## config.mk

```make
export PLATFORM = sky130hd
export DESIGN_NAME = sys_trap_stage_flat
export DESIGN_NICKNAME = d
export VERILOG_FILES = /design/src/rtl/sys_trap_stage_if.sv /design/src/rtl/sys_trap_stage.sv /design/src/flat_wrapper.sv
export SDC_FILE = /design/constraint.sdc
export NUM_CORES = 1
export LEC_CHECK = 0
export CAP_MARGIN = 20
export CORE_MARGIN = 4
export CORE_UTILIZATION = 39
export DETAILED_ROUTE_END_ITERATION = 6
export GPL_TIMING_DRIVEN = 0
export PLACE_DENSITY = 0.74
export SLEW_MARGIN = 20
export SYNTH_ARGS = -nofsm -noshare
export SYNTH_HDL_FRONTEND = slang
export SYNTH_SLANG_ARGS = --single-unit
```

## constraint.sdc

```tcl
create_clock -name clk -period 4.37 [get_ports clk]
set_input_delay 0.437 -clock clk [delete_from_list [all_inputs] [get_ports clk]]
set_output_delay 0.437 -clock clk [all_outputs]
set_load 0.02 [all_outputs]
```

## src/rtl/sys_trap_stage_if.sv

```systemverilog
// Handshake/bus bundle between execute, sys_trap_stage and commit.
// master = upstream/commit driver side, slave = the stage itself.
interface sys_trap_stage_if #(
  parameter int XLEN    = 64,
  parameter int CAUSE_W = 5,
  parameter int NUM_SRC = 2
);
  logic                       in_valid;
  logic                       in_ready;
  logic [1:0]                 priv;
  logic                       ecall_op;
  logic                       ebreak_op;
  logic                       mret_op;
  logic                       sret_op;
  logic                       csrrw_op;
  logic                       csrrs_op;
  logic                       csrrc_op;
  logic [11:0]                csr_addr;
  logic [CAUSE_W-1:0]         cause_in;
  logic [XLEN-1:0]            tval_in;
  logic [NUM_SRC-1:0]         src_exc;
  logic [NUM_SRC*CAUSE_W-1:0] src_cause;
  logic [NUM_SRC*XLEN-1:0]    src_tval;
  logic                       out_valid;
  logic                       out_ready;
  logic [CAUSE_W-1:0]         cause_out;
  logic [XLEN-1:0]            tval_out;
  logic                       trap_out;
  logic [31:0]                trap_count;

  modport master (
    output in_valid, priv, ecall_op, ebreak_op, mret_op, sret_op,
           csrrw_op, csrrs_op, csrrc_op, csr_addr, cause_in, tval_in,
           src_exc, src_cause, src_tval, out_ready,
    input  in_ready, out_valid, cause_out, tval_out, trap_out, trap_count
  );

  modport slave (
    input  in_valid, priv, ecall_op, ebreak_op, mret_op, sret_op,
           csrrw_op, csrrs_op, csrrc_op, csr_addr, cause_in, tval_in,
           src_exc, src_cause, src_tval, out_ready,
    output in_ready, out_valid, cause_out, tval_out, trap_out, trap_count
  );
endinterface

```

## src/rtl/sys_trap_stage.sv

```systemverilog
// Prioritised trap/sys-op classifier with a 2-entry skid buffer toward commit.
// Optional trap counter enabled by defining SYS_TRAP_COUNT_EN.
module sys_trap_stage #(
  parameter int XLEN    = 64,
  parameter int CAUSE_W = 5,
  parameter int NUM_SRC = 2
) (
  input  logic             clk,
  input  logic             rst,
  input  logic             flush,
  sys_trap_stage_if.slave  bus
);
  localparam logic [CAUSE_W-1:0] SYSOP_EBREAK            = CAUSE_W'(3);
  localparam logic [CAUSE_W-1:0] SYSOP_ECALL_FROM_U_MODE = CAUSE_W'(8);
  localparam logic [CAUSE_W-1:0] SYSOP_ECALL_FROM_S_MODE = CAUSE_W'(9);
  localparam logic [CAUSE_W-1:0] SYSOP_ECALL_FROM_M_MODE = CAUSE_W'(11);
  localparam logic [CAUSE_W-1:0] SYSOP_RET               = CAUSE_W'(16);
  localparam logic [CAUSE_W-1:0] SYSOP_CSR_W             = CAUSE_W'(17);
  localparam logic [CAUSE_W-1:0] SYSOP_CSR_S             = CAUSE_W'(18);
  localparam logic [CAUSE_W-1:0] SYSOP_CSR_C             = CAUSE_W'(19);

  typedef enum logic [1:0] {ST_EMPTY, ST_ONE, ST_FULL} fill_e;

  fill_e              state_q, state_d;
  logic               block_q, block_d;
  logic [CAUSE_W-1:0] cause0_q, cause0_d, cause1_q, cause1_d;
  logic [XLEN-1:0]    tval0_q, tval0_d, tval1_q, tval1_d;
  logic               trap0_q, trap0_d, trap1_q, trap1_d;

  logic [CAUSE_W-1:0] new_cause;
  logic [XLEN-1:0]    new_tval;
  logic               new_trap;
  logic               src_hit;
  logic               push, pop;

  always_comb begin
    new_cause = '0;
    new_tval  = '0;
    new_trap  = 1'b0;
    src_hit   = 1'b0;
    if (bus.cause_in != '0) begin
      new_cause = bus.cause_in;
      new_tval  = bus.tval_in;
      new_trap  = 1'b1;
    end else if (|bus.src_exc) begin
      new_trap = 1'b1;
      for (int unsigned i = 0; i < NUM_SRC; i++) begin
        if (bus.src_exc[i] && !src_hit) begin
          src_hit   = 1'b1;
          new_cause = bus.src_cause[i*CAUSE_W +: CAUSE_W];
          new_tval  = bus.src_tval[i*XLEN +: XLEN];
        end
      end
    end else if (bus.ecall_op) begin
      new_trap = 1'b1;
      case (bus.priv)
        2'b00:   new_cause = SYSOP_ECALL_FROM_U_MODE;
        2'b01:   new_cause = SYSOP_ECALL_FROM_S_MODE;
        default: new_cause = SYSOP_ECALL_FROM_M_MODE;
      endcase
    end else if (bus.ebreak_op) begin
      new_trap  = 1'b1;
      new_cause = SYSOP_EBREAK;
    end else if (bus.mret_op || bus.sret_op) begin
      new_cause = SYSOP_RET;
    end else if (bus.csrrw_op) begin
      new_cause = SYSOP_CSR_W;
      new_tval  = XLEN'(bus.csr_addr);
    end else if (bus.csrrs_op) begin
      new_cause = SYSOP_CSR_S;
      new_tval  = XLEN'(bus.csr_addr);
    end else if (bus.csrrc_op) begin
      new_cause = SYSOP_CSR_C;
      new_tval  = XLEN'(bus.csr_addr);
    end
  end

  assign bus.in_ready  = (state_q != ST_FULL) && !block_q;
  assign bus.out_valid = (state_q != ST_EMPTY);
  assign bus.cause_out = cause0_q;
  assign bus.tval_out  = tval0_q;
  assign bus.trap_out  = trap0_q;

  assign push = bus.in_valid && bus.in_ready && !flush;
  assign pop  = bus.out_valid && bus.out_ready && !flush;

  // Head registers are only rewritten on an incoming entry or a shift from
  // slot 1, so the head holds its last value once the buffer drains.
  always_comb begin
    state_d  = state_q;
    block_d  = block_q;
    cause0_d = cause0_q;
    tval0_d  = tval0_q;
    trap0_d  = trap0_q;
    cause1_d = cause1_q;
    tval1_d  = tval1_q;
    trap1_d  = trap1_q;
    if (flush) begin
      state_d = ST_EMPTY;
      block_d = 1'b0;
    end else begin
      if (push && new_trap) block_d = 1'b1;
      case (state_q)
        ST_EMPTY: begin
          if (push) begin
            cause0_d = new_cause;
            tval0_d  = new_tval;
            trap0_d  = new_trap;
            state_d  = ST_ONE;
          end
        end
        ST_ONE: begin
          if (push) begin
            if (pop) begin
              cause0_d = new_cause;
              tval0_d  = new_tval;
              trap0_d  = new_trap;
            end else begin
              cause1_d = new_cause;
              tval1_d  = new_tval;
              trap1_d  = new_trap;
              state_d  = ST_FULL;
            end
          end else if (pop) begin
            state_d = ST_EMPTY;
          end
        end
        ST_FULL: begin
          if (pop) begin
            cause0_d = cause1_q;
            tval0_d  = tval1_q;
            trap0_d  = trap1_q;
            state_d  = ST_ONE;
          end
        end
        default: state_d = ST_EMPTY;
      endcase
    end
  end

  always_ff @(posedge clk or posedge rst) begin
    if (rst) begin
      state_q  <= ST_EMPTY;
      block_q  <= 1'b0;
      cause0_q <= '0;
      tval0_q  <= '0;
      trap0_q  <= 1'b0;
      cause1_q <= '0;
      tval1_q  <= '0;
      trap1_q  <= 1'b0;
    end else begin
      state_q  <= state_d;
      block_q  <= block_d;
      cause0_q <= cause0_d;
      tval0_q  <= tval0_d;
      trap0_q  <= trap0_d;
      cause1_q <= cause1_d;
      tval1_q  <= tval1_d;
      trap1_q  <= trap1_d;
    end
  end

`ifdef SYS_TRAP_COUNT_EN
  logic [31:0] trap_cnt_q, trap_cnt_d;

  always_comb begin
    trap_cnt_d = trap_cnt_q;
    if (push && new_trap) trap_cnt_d = trap_cnt_q + 32'd1;
  end

  always_ff @(posedge clk or posedge rst) begin
    if (rst) trap_cnt_q <= '0;
    else     trap_cnt_q <= trap_cnt_d;
  end

  assign bus.trap_count = trap_cnt_q;
`else
  assign bus.trap_count = '0;
`endif
endmodule
```

## src/flat_wrapper.sv

```systemverilog
// flat-port wrapper written by rule: the top's interface ports become plain ports
module sys_trap_stage_flat 
#(
  parameter int XLEN    = 64,
  parameter int CAUSE_W = 5,
  parameter int NUM_SRC = 2
)
  (clk, rst, flush, bus_in_valid, bus_priv, bus_ecall_op, bus_ebreak_op, bus_mret_op, bus_sret_op, bus_csrrw_op, bus_csrrs_op, bus_csrrc_op, bus_csr_addr, bus_cause_in, bus_tval_in, bus_src_exc, bus_src_cause, bus_src_tval, bus_out_ready, bus_in_ready, bus_out_valid, bus_cause_out, bus_tval_out, bus_trap_out, bus_trap_count);
  sys_trap_stage_if #(.XLEN(XLEN), .CAUSE_W(CAUSE_W), .NUM_SRC(NUM_SRC)) bus_i ();
  input  logic clk;
  input  logic rst;
  input  logic flush;
  input wire logic [$bits(bus_i.in_valid)-1:0] bus_in_valid;
  input wire logic [$bits(bus_i.priv)-1:0] bus_priv;
  input wire logic [$bits(bus_i.ecall_op)-1:0] bus_ecall_op;
  input wire logic [$bits(bus_i.ebreak_op)-1:0] bus_ebreak_op;
  input wire logic [$bits(bus_i.mret_op)-1:0] bus_mret_op;
  input wire logic [$bits(bus_i.sret_op)-1:0] bus_sret_op;
  input wire logic [$bits(bus_i.csrrw_op)-1:0] bus_csrrw_op;
  input wire logic [$bits(bus_i.csrrs_op)-1:0] bus_csrrs_op;
  input wire logic [$bits(bus_i.csrrc_op)-1:0] bus_csrrc_op;
  input wire logic [$bits(bus_i.csr_addr)-1:0] bus_csr_addr;
  input wire logic [$bits(bus_i.cause_in)-1:0] bus_cause_in;
  input wire logic [$bits(bus_i.tval_in)-1:0] bus_tval_in;
  input wire logic [$bits(bus_i.src_exc)-1:0] bus_src_exc;
  input wire logic [$bits(bus_i.src_cause)-1:0] bus_src_cause;
  input wire logic [$bits(bus_i.src_tval)-1:0] bus_src_tval;
  input wire logic [$bits(bus_i.out_ready)-1:0] bus_out_ready;
  output wire logic [$bits(bus_i.in_ready)-1:0] bus_in_ready;
  output wire logic [$bits(bus_i.out_valid)-1:0] bus_out_valid;
  output wire logic [$bits(bus_i.cause_out)-1:0] bus_cause_out;
  output wire logic [$bits(bus_i.tval_out)-1:0] bus_tval_out;
  output wire logic [$bits(bus_i.trap_out)-1:0] bus_trap_out;
  output wire logic [$bits(bus_i.trap_count)-1:0] bus_trap_count;
  assign bus_i.in_valid = bus_in_valid;
  assign bus_i.priv = bus_priv;
  assign bus_i.ecall_op = bus_ecall_op;
  assign bus_i.ebreak_op = bus_ebreak_op;
  assign bus_i.mret_op = bus_mret_op;
  assign bus_i.sret_op = bus_sret_op;
  assign bus_i.csrrw_op = bus_csrrw_op;
  assign bus_i.csrrs_op = bus_csrrs_op;
  assign bus_i.csrrc_op = bus_csrrc_op;
  assign bus_i.csr_addr = bus_csr_addr;
  assign bus_i.cause_in = bus_cause_in;
  assign bus_i.tval_in = bus_tval_in;
  assign bus_i.src_exc = bus_src_exc;
  assign bus_i.src_cause = bus_src_cause;
  assign bus_i.src_tval = bus_src_tval;
  assign bus_i.out_ready = bus_out_ready;
  assign bus_in_ready = bus_i.in_ready;
  assign bus_out_valid = bus_i.out_valid;
  assign bus_cause_out = bus_i.cause_out;
  assign bus_tval_out = bus_i.tval_out;
  assign bus_trap_out = bus_i.trap_out;
  assign bus_trap_count = bus_i.trap_count;
  sys_trap_stage #(.XLEN(XLEN), .CAUSE_W(CAUSE_W), .NUM_SRC(NUM_SRC)) u_core (.clk(clk), .rst(rst), .flush(flush), .bus(bus_i));
endmodule
```

=== After elaboration in Yosys (flattened, before gate mapping) ===
Index checks and enable logic that the tools add are counted.
W data, S select, Z words.

* Bits in registers: 143
* Bits of input ports: 235
* Output and inout port bits: 104
* Word-level logic and storage cells: 95

* Equality and inequality tests: 12
* Multiplexer cells: 52
* Bitwise gates (word level): 2
* Reduce and logical (&&, ||, !) cells: 21

{| class="wikitable"
|+ Operator list
! cell !! count
|-
| $mux W64 || 13
|-
| $pmux W64 S3 || 1
|-
| $mux W5 || 14
|-
| $pmux W5 S3 || 1
|-
| $mux W1 || 13
|-
| $mux W12 || 1
|-
| $mux W2 || 6
|-
| $ne A2 B1 Y1 const B || 4
|-
| $reduce_and A4 Y1 || 2
|-
| $logic_and A1 B1 Y1 || 7
|-
| $ne A3 B2 Y1 const B || 2
|-
| $pmux W2 S3 || 1
|-
| $reduce_and A6 Y1 || 1
|-
| $reduce_bool A5 Y1 || 1
|-
| $eq A2 B1 Y1 const B || 2
|-
| $logic_not A2 Y1 || 2
|-
| $ne A4 B2 Y1 const B || 1
|-
| $ne A4 B4 Y1 const B || 1
|-
| $pmux W2 S2 || 1
|-
| $reduce_bool A2 Y1 || 2
|-
| $logic_not A1 Y1 || 3
|-
| $pmux W1 S3 || 1
|-
| $reduce_bool A3 Y1 || 1
|-
| $eq A2 B2 Y1 const B || 1
|-
| other kinds (4) || 5
|}

=== Logic depth before layout (Yosys ltp) ===
* Depth in word-level cells: 11
* Gate-level depth with buffers: 8
* Depth with buffers taken out: 5

=== Worst setup path after synthesis ===
No wires, ideal clock.

* Path kind: input to register
* Start point: input bus_cause_in[1]
* End point: register u_core.tval1_q[30]
* Setup time: 125 ps
* Data arrival time: 1842 ps
* Required time: 4245 ps
* Path slack: 2403 ps
* Stages on the path: 6
* Buffers on the path: 2
* Cells stage by stage: nor4_1 > nor2b_1 > buf_2 > buf_2 > mux2_2 > mux2_2

* Word-level cells in the longest chain between the ends: 2

{| class="wikitable"
|+ RTL lines
! element !! RTL line !! text
|-
| start, declared || flat_wrapper.sv:23 || <nowiki>input wire logic [$bits(bus_i.cause_in)-1:0] bus_cause_in;</nowiki>
|-
| $reduce_bool A5 Y1 || sys_trap_stage.sv:41 || <nowiki>if (bus.cause_in != '0) begin</nowiki>
|-
| $mux W64 || sys_trap_stage.sv:41 ||
|-
| end signal, assigned || sys_trap_stage.sv:158 || <nowiki>tval1_q <= tval1_d;</nowiki>
|-
| end, declared || sys_trap_stage.sv:27 || <nowiki>logic [XLEN-1:0] tval0_q, tval0_d, tval1_q, tval1_d;</nowiki>
|}

No other way between the ends.
A chain may end at the register's enable or synchronous reset.

=== Worst setup path after layout ===
* Start point: register u_core.state_q[1]
* End point: output bus_in_ready

* Word-level cells in the longest chain between the ends: 2

{| class="wikitable"
|+ RTL lines
! element !! RTL line !! text
|-
| start, declared || sys_trap_stage.sv:24 || <nowiki>fill_e state_q, state_d;</nowiki>
|-
| start signal, assigned || sys_trap_stage.sv:152 || <nowiki>state_q <= state_d;</nowiki>
|-
| $ne A2 B2 Y1 || sys_trap_stage.sv:78 || <nowiki>assign bus.in_ready = (state_q != ST_FULL) && !block_q;</nowiki>
|-
| $logic_and A1 B1 Y1 || sys_trap_stage.sv:78 ||
|-
| end, declared || flat_wrapper.sv:29 || <nowiki>output wire logic [$bits(bus_i.in_ready)-1:0] bus_in_ready;</nowiki>
|}

No other way between the ends.

==> reports/results.tsv <==
metric	value	unit
Final Hold Viols	0	
ys async rst share	100	%
RSZ-0062 raised after global routing	false	
CP peak stage delay	0.56	ns
Leakage	5.41	nW
setup TNS	0	ns
WP data arrival	2.54	ns
Max-Cap Viols	0	
Least-Margin Pin Slew	0.768	ns
Post-route DRC	0	
largest net degree at the start of global routing	80	
gr ovfl total	0	
CP Launch Point	u_core.state_q[1]	
DR iter-0 viols	397	
vias in the first global route	7965	
CP endpoint kind	primary output	
GRT Total Usage	23.6	%
final setup vio count	0	
CTS max path bufs	2	
Most common cell on crit path	clkbuf_1	
minimum clock period	2.98	ns
PwrDens	389	mW/mm^2
post-route clock period utilization	68.1	%
slowest CP cell	clkdlybuf4s50_1	
nets@finish	1524	
Slew Limit Headroom	48.8	%
number of synthesized register bits	143	
worst hold slack	0.446	ns
Worst-Skew Late Latency	0.42	ns
PortBufs	304	
synth unique cells	38	
first-pass GRT wire length	43600	um
CP Class	reg -> out	
Initial Util	39.9	%
TritonCTS Sinks	143	
Max FO, Critical Path	10	
DRT met1 WL	11900	um
core area	0.0203	sq mm
EDFF count, synth	0	
vias per cell	5.05	
Worst Skew	0.00741	ns
Util after Layout	60.3	%
area grow syn2layout	51.3	%
clock slew at reported path FFs	0.06	ns
metal2 WL	13600	um
total number of vias	7939	
RR Startpoint	u_core.state_q[0]	
Slew Viols, Final	0	
fmax	336	MHz
peak supply drop	0.258	mV
Die ar.	0.0231	sq mm
Post-CTS Hold Buffers	0	
post-synthesis cell area	0.00809	sq mm
cts bufs inserted	17	
Worst Hold Class	in -> async	
Worst R2R Path Depth	6	
Post-Synthesis Cells	934	
mean area per synthesized cell	8.67	sq um
Post-DP HPWL	21400	um
CTS root buffer	clkbuf_16	
CP Data Required Time	3.93	ns
most common cell after layout, fill and taps aside	clkdlybuf4s50_1	
Worst setup SP type	register	
sequential fraction of the synthesis area	44.2	%
First-pass DRT Iterations	5	
Final Wtd Congestion	0.858	
# IOs	339	
met3 wire len	1990	um
share of layout cells above drive strength 1	15.6	%
Diodes inserted	0	
CP endpoint	bus_in_ready	
Top FF cell, synth	dfrtp_1	
WL per Instance	17.9	um
# resized after CTS	0	
Post-Route WL	28200	um
CTS tree	built	
top layer in use	met4	
Setup Buffers After CTS	0	
warnings from Yosys	0	
Rows	52	
Filler cells	1853	
status	complete, no violations	
Die Ht	152	um
most frequent cells in the layout	clkdlybuf4s50_1 (304), nand2_1 (209), dfrtp_1 (143)	
reg2reg setup slack	2.05	ns
DIE WIDTH	152	um
antenna-violating nets left	0	
H-tree Lvls	4	
initial antenna violation count	0	
RR Endpoint	u_core.bus.tval_out[52]	
Cell Chain, Critical Path	nor2b_1, clkbuf_1, clkbuf_1, nor2_1, clkdlybuf4s50_1	
## cells by family after synthesis
kind of cell | share of synthesized area [%]
flip-flops | 44.2
other | 0.0463
AO/OA/AOI/OAI | 17.9
AND/OR/NAND/NOR | 15.6
multiplexers | 14.7
buffers and inverters | 7.61
## worst max-delay path, delay by kind of cell, from the launching register on
kind,cells,cell delay [ns]
simple gates,2,0.23
flops,1,0.45
buf+inv,3,1.43
## registers in the layout (all words and copies together), names as in the netlist
name / cells
u_core.block_q: 1
u_core.state_q: 2
u_core.bus.cause_out: 5
u_core.bus.tval_out: 64
u_core.tval1_q: 64
u_core.trap1_q: 1
u_core.bus.trap_out: 1
u_core.cause1_q: 5
## report_power, final
part / total [W] / leakage [nW] / internal [W] / switching (W)
Clock: 0.00151 / 0.294 / 0.000923 / 0.000592
Sequential: 0.00183 / 1.72 / 0.00165 / 0.000174
Combinational: 0.00142 / 3.39 / 0.000740 / 0.000677
## cells in the mapped netlist, drive strengths merged (2+ instances only)
cell type,n,area share (%)
mux2,105,15
o21ai,119,7.4
and3,14,1.1
a211oi,3,0.28
a211o,12,1.3
nand2b,3,0.23
nor2,62,2.9
a21o,4,0.37
clkbuf,39,1.8
nor3,3,0.19
nor2b,5,0.39
nor4,3,0.31
a31oi,2,0.34
a21oi,126,7.8
nand2,209,9.7
buf,66,5.7
dfrtp,143,44
inv,2,0.093
## worst min-delay path by stage
stage	from	to	slack [ns]
2_1_floorplan	u_core.cause1_q[0]	u_core.cause1_q[0]	0.44
3_3_place_gp	u_core.tval1_q[2]	u_core.tval1_q[2]	0.46
3_5_place_dp	u_core.tval1_q[10]	u_core.tval1_q[10]	0.46
4_1_cts	rst	u_core.bus.tval_out[34]	0.47
5_1_grt	rst	u_core.bus.tval_out[34]	0.47
6_report	rst	u_core.bus.tval_out[34]	0.45
## area by class of cell
cell class	count	area, sq um	area share [%]
Clock inverter	14	183	1.49
Inverter	2	15.0	0.123
Clock buffer	18	439	3.59
Sequential cell	143	3580	29.2
Timing Repair Buffer	305	3070	25.1
Tap cell	270	338	2.76
Buffer	105	608	4.96
Multi-Input combinational cell	715	4020	32.8
## metrics by stage
stage                     instance area, sq um  setup WS (ns)  total power (W)  std cells
after floorplan                           8210         0.0951          0.00254        965
after global placement                   11600          -1.97          0.00323       1539
after detailed placement                 11600           1.40          0.00327       1540
after CTS                                12200           1.37          0.00479       1572
after global routing                     12200           1.23          0.00500       1572
final                                    12200           1.39          0.00476       1572
## metal layers
metal,track usage (%),up-vias
li1,-,3841
met1,29.8,3754
met2,39.6,310
met3,6.23,34
met4,7.83,0
met5,0,-
Power figures use the tool's default switching activity.
==> RTL change 1 (config.mk and constraints unchanged) <==
`CAUSE_W` is set to 5 in 3 places; all go to 4.
--- a/src/rtl/sys_trap_stage_if.sv
+++ b/src/rtl/sys_trap_stage_if.sv
@@ -3,5 +3,5 @@
 interface sys_trap_stage_if #(
   parameter int XLEN    = 64,
-  parameter int CAUSE_W = 5,
+  parameter int CAUSE_W = 4,
   parameter int NUM_SRC = 2
 );
--- a/src/rtl/sys_trap_stage.sv
+++ b/src/rtl/sys_trap_stage.sv
@@ -3,5 +3,5 @@
 module sys_trap_stage #(
   parameter int XLEN    = 64,
-  parameter int CAUSE_W = 5,
+  parameter int CAUSE_W = 4,
   parameter int NUM_SRC = 2
 ) (
--- a/src/flat_wrapper.sv
+++ b/src/flat_wrapper.sv
@@ -3,5 +3,5 @@
 #(
   parameter int XLEN    = 64,
-  parameter int CAUSE_W = 5,
+  parameter int CAUSE_W = 4,
   parameter int NUM_SRC = 2
 )
Interface: changed (resized bus_cause_in, bus_cause_out and bus_src_cause); port bits go from 339 to 335. No check against the original RTL was run, so the function may have changed too.
==> RTL change 1 against the unedited design <==
  * Sequential cell count shrank 2
  * Worst setup slack gained 200 ps
  * Final area shrank 1.5%
  * Final cell count grew 0.19%
  * Power shrank 0.86%
  * First-iteration DRC count grew 16%
  * Clock skew is essentially flat
  * Wire length grew 1.6%
  * Global-route usage grew 0.73 points
  * Area after synthesis shrank 1.6%
  * Highest routed layer is now met5
==> RTL change 1: results (changes against the unedited design) <==
| Metric | Value |
|---|---|
| Clock slew at reported path FFs | 70 ps |
| Hold endpoint | u_core.tval1_q[7] |
| DR iter-0 viols | 462 (+16%) |
| Ys Warns | 0 (unchanged) |
| F_max | 0.360 GHz (+7.2%) |
| DP Area | 11,500 sq um (-1.5%) |
| Peak VDD IR | 0.000287 V (+11%) |
| Finished Layout Cells | 1,575 (+0.19%) |
| Reg2reg path depth | 7 (+1) |
| Global Route Usage Sum | 24.4% (+0.73 points) |
| Ys async rst share | 100% (unchanged) |
| Worst hold path type | register to register |
| DP Worst Slack | 1450 ps (+50.0 ps) |
| Setup crit end | bus_in_ready |
| Sequential-to-total area share from yosys stat | 44.3% (+0.11 points) |
| Layout cell share with drive strength beyond 1 | 12.2% (-3.4 points) |
| Routability Congestion | 0.837 (-2.5%) |
| R2R Setup Slk | 2140 ps (+90 ps) |
| Synth area leaders | dfrtp_1 (44%), nand2_1 (9.6%), a31oi_1 (9.4%) |
| Reg2reg start | u_core.state_q[1] |
| Critical path arrival | 2340 ps (-200 ps) |
| Worst skew pair latency | 420 ps (about the same) |
| Global-route wire length before repair | 42.6 mm (-2.3%) |
| Synth top cells by count | nand2_1 (203), nor2_1 (154), dfrtp_1 (141), a31oi_1 (119), nand3b_1 (66) |
| Distinct cells, synth | 37 (-2.6%) |
| H-tree depth | 4 (unchanged) |
| Worst slew margin | 41.8% (-7.0 points) |
| Worst Min Path Start | u_core.tval1_q[7] |
| Leak | 0.00510 uW (-5.6%) |
| DR vias | 8,143 (+2.6%) |
| Critical path startpoint | u_core.state_q[1] |
| Total CTS buffers | 17 (unchanged) |
| Slowest cell delay on critical path | 570 ps |
| Vias in the first global route | 7,950 (-0.19%) |
| Syn_area_per_cell | 8.43 sq um (-2.7%) |
| Largest net degree at the start of global routing | 75 (-6.3%) |
| Status | complete, no violations |
| Clock Skews | 7.28 ps (-0.128 ps) |
| Crit path max fanout | 10 (unchanged) |
| Initial antenna violation count | 2 (+2) |
| Nets@finish | 1,528 (+0.26%) |
| Number of port buffers | 301 (-0.99%) |
| Wire per inst | 18.2 um (+1.5%) |
| Reg2Reg Capture Point | u_core.bus.tval_out[0] |
| Final HPWL from detailed placement | 21.7 mm (+1.1%) |
## RTL change 1: changes by cell type after synthesis, moves of 11 or more
cell / change
a31oi_1: +118
a21oi_1: -106
o21ai_0: -94
nor2_1: +92
nand3b_1: +65
mux2_2: -49
o21ai_1: -18
buf_2: +16
and3_1: -14
a22oi_1: +13
o211ai_1: +12
o31ai_1: +12
a211o_1: -11
## RTL change 1: final cells by class
class,instances,area (sq um)
fill,1778,7710
multi-input combinational,721,3950
sequential,141,3530
timing repair buffer,302,3040
buffer,110,587
clock buffer,19,453
tap,265,332
clock inverter,13,156
inverter,3,18.8
antenna,1,2.50
## RTL change 1: per-layer routing
layer	vias to the layer above	share of wire, %	track usage, %
li1	3929	-	-
met1	3855	41	30.8
met2	319	49	41.0
met3	38	8.4	6.16
met4	2	2.4	8.02
met5	-	0.045	0
## RTL change 1: stage by stage
stage               total power [uW]  TNS, ps  hold WS (ps)
floorplan                       2540        0           449
global placement                3220  -274960           462
detailed placement              3250        0           470
CTS                             4740        0           482
global route                    4950        0           505
finish                          4720        0           484
## RTL change 1: kinds of logic (layout without fill, tap and decap cells)
| group | after synthesis | after routing | synth area share (%) |
|---|---|---|---|
| flops | 141 | 141 | 44.3 |
| buf+inv | 113 | 447 | 7.51 |
| simple gates | 442 | 442 | 24.8 |
| mux | 57 | 57 | 8.06 |
| other cells | 1 | 33 | 0.0471 |
| compound gates | 190 | 190 | 15.2 |
## RTL change 1: power breakdown
| group | internal [uW] | switching [uW] | total [uW] |
|---|---|---|---|
| clock network | 885 | 602 | 1490 |
| registers | 1640 | 170 | 1810 |
| logic | 739 | 683 | 1420 |
| total | 3260 | 1450 | 4720 |
## RTL change 1: tightest hold or removal path, stage by stage (launching register included)
cell,delay [ps]
dfrtp_1,340
nand2_1,50
o31ai_1,60
==> RTL change 2 (same flow settings) <==
Without the edit above. The option `SYS_TRAP_COUNT_EN` is turned on by a define.
--- a/src/rtl/sys_trap_stage.sv
+++ b/src/rtl/sys_trap_stage.sv
@@ -1,4 +1,6 @@
 // Prioritised trap/sys-op classifier with a 2-entry skid buffer toward commit.
 // Optional trap counter enabled by defining SYS_TRAP_COUNT_EN.
+`define SYS_TRAP_COUNT_EN
+
 module sys_trap_stage #(
   parameter int XLEN    = 64,
Check against the original RTL: not equivalent (a bounded check fails within 4 cycles, from zero or initial values and one cycle with rst high).
==> RTL change 2 against the unedited design <==
  * Wire length rose by 12%
  * Final cell count is 3.2% higher
  * Count of clock-buffer cells in the layout unchanged
  * Synthesized cell count rose by 3.0%
  * Area after synthesis rose by 11%
  * Final area increased by 9.5%
  * Sequential cell count rose by 32
  * Worst setup slack got worse by 210 ps
  * Highest routed layer unchanged
  * Via count is 11% higher
  * Power increased by 13%
  * Critical path depth unchanged
  * Maximum frequency decreased by 6.7%
==> RTL change 2: results (changes against the unedited design) <==
| Metric | Value |
|---|---|
| Post-route ant nets | 0 (unchanged) |
| Distinct cells, synth | 47 (+24%) |
| Nets@finish | 1,561 (+2.4%) |
| Layout cell share with drive strength beyond 1 | 9.04% (-6.5 points) |
| Clock root cell | clkbuf_16 |
| Clock Skews | 13.0 ps (+5.60 ps) |
| Post-DR vias/cell | 5.45 (+7.9%) |
| TritonRoute pass-1 iters | 5 (unchanged) |
| Synth area leaders | dfrtp_1 (49%), a21oi_1 (6.8%), mux2_2 (6.7%) |
| Crit path max fanout | 10 (unchanged) |
| DR iter-0 viols | 553 (+39%) |
| Status | complete, no violations |
| Ys Warns | 0 (unchanged) |
| Peak VDD IR | 0.000261 V (+1.2%) |
| Synth Instances | 962 (+3.0%) |
| Final Hold Violating Endpoints | 0 (unchanged) |
| Top_reg_cell synth | dfrtp_1 |
| WL met3 | 2.38 mm (+20%) |
| Initial antenna violation count | 0 (unchanged) |
| Met2 WL | 15.9 mm (+17%) |
| Setup repair bufs after CTS | 0 (unchanged) |
| Clock slew at reported path FFs | 70 ps |
| CP Class | register to primary output |
| Total CTS buffers | 17 (unchanged) |
| Routability Congestion | 0.888 (+3.4%) |
| Final HPWL from detailed placement | 24.5 mm (+14%) |
| H-tree depth | 4 (unchanged) |
| Top sig layer | met4 |
| Final wirelength | 31.6 mm (+12%) |
| Least-Margin Pin Slew | 888 ps (+120 ps) |
| Global Route Usage Sum | 24.0% (+0.32 points) |
| Synth top cells by count | dfrtp_1 (175), a21oi_1 (121), o21ai_1 (114), nand2_1 (92), nor2_1 (69) |
| Routed met1 length | 12.5 mm (+4.5%) |
| Largest net degree at the start of global routing | 35 (-56%) |
| Net Count, Synth | 1,198 |
| Vias in the first global route | 8,784 (+10%) |
| Worst skew pair latency | 430 ps |
| CTS resizes | 0 (unchanged) |
| Number of port buffers | 337 (+11%) |
| Leak | 0.00556 uW (+2.9%) |
| Max Root-Sink Buffers | 2 (unchanged) |
| Critical path arrival | 2750 ps (+210 ps) |
| Worst hold path type | primary input to register |
| DP Area | 12,900 sq um (+11%) |
| Ys async rst share | 100% (unchanged) |
| Inserted Diodes | 0 (unchanged) |
| Wire per inst | 19.5 um (+8.7%) |
| Sequential-to-total area share from yosys stat | 48.9% (+4.7 points) |
| Global-route wire length before repair | 48.5 mm (+11%) |
-- RTL change 2: cell count changes in the layout (fill, tap and decap cells not counted), moves of 22 or more --
cell and delta:
nand2_1 -117, o21ai_1 +95, o21ai_0 -93, a22oi_1 +67, mux2_2 -52, nand3_1 +44
buf_4 -36, clkdlybuf4s50_1 +33, conb_1 -32, dfrtp_1 +32, xnor2_1 +23, nand4_1 +22
-- RTL change 2: logic make-up after synthesis --
| family | count (synthesis) | synth area share, % |
|---|---|---|
| AOI/OAI and AO/OA | 336 | 21.3 |
| and+or+nand+nor | 267 | 14.4 |
| DFF | 175 | 48.9 |
| buffers and inverters | 86 | 4.01 |
| muxes | 66 | 8.28 |
| xor gates and xnor gates | 31 | 3.03 |
| adders and majority gates | 1 | 0.140 |
-- RTL change 2: worst paths after layout --
kind / startpoint / endpoint / slack (ps) / cells after the start
max in group asynchronous: rst / u_core.bus.tval_out[40] / 2820 / 7
min: flush / u_core.state_q[0] / 310 / 2
max: u_core.state_q[1] / bus_in_ready / 1180 / 5
min reg2reg: u_core.bus.trap_count[31] / u_core.bus.trap_count[31] / 480 / 1
min in group asynchronous: rst / u_core.bus.tval_out[2] / 340 / 2
max reg2reg: u_core.block_q / u_core.bus.tval_out[8] / 2060 / 6
-- RTL change 2: routing by layer --
layer  track usage, %  up-vias
met1             29.1     4296
met4             7.81        0
met5                0        -
met3             6.39       43
li1                 -     4203
met2             41.4      305
-- RTL change 2: stage by stage --
stage                     util [%]  power (uW)  setup WS, ps
after floorplan                  -        3070          1690
after global placement        56.1        3900           238
after detailed placement      56.8        3970          1310
after CTS                     59.2        5420          1150
after global routing          59.2        5660          1020
final                         59.2        5380          1180
-- RTL change 2: report_power, final --
group / switching [uW] / internal (uW) / total, uW
Combinational: 815 / 853 / 1670
Sequential: 240 / 2030 / 2270
Clock: 691 / 749 / 1440
Total: 1750 / 3630 / 5380
-- RTL change 2: worst max-delay path, stage by stage, from the launching register on --
cell and delay [ps]:
dfrtp_1 410, nor2b_1 200, buf_1 590, clkbuf_1 450, nor2_1 110, clkdlybuf4s50_1 560
-- RTL change 2: layout make-up --
| class | instances | area [sq um] |
|---|---|---|
| inverter | 5 | 22.5 |
| multi-input combinational | 701 | 4220 |
| fill | 1981 | 9230 |
| buffer | 81 | 340 |
| tap | 285 | 357 |
| timing repair buffer | 344 | 3540 |
| clock buffer | 18 | 429 |
| clock inverter | 14 | 125 |
| sequential | 175 | 4380 |
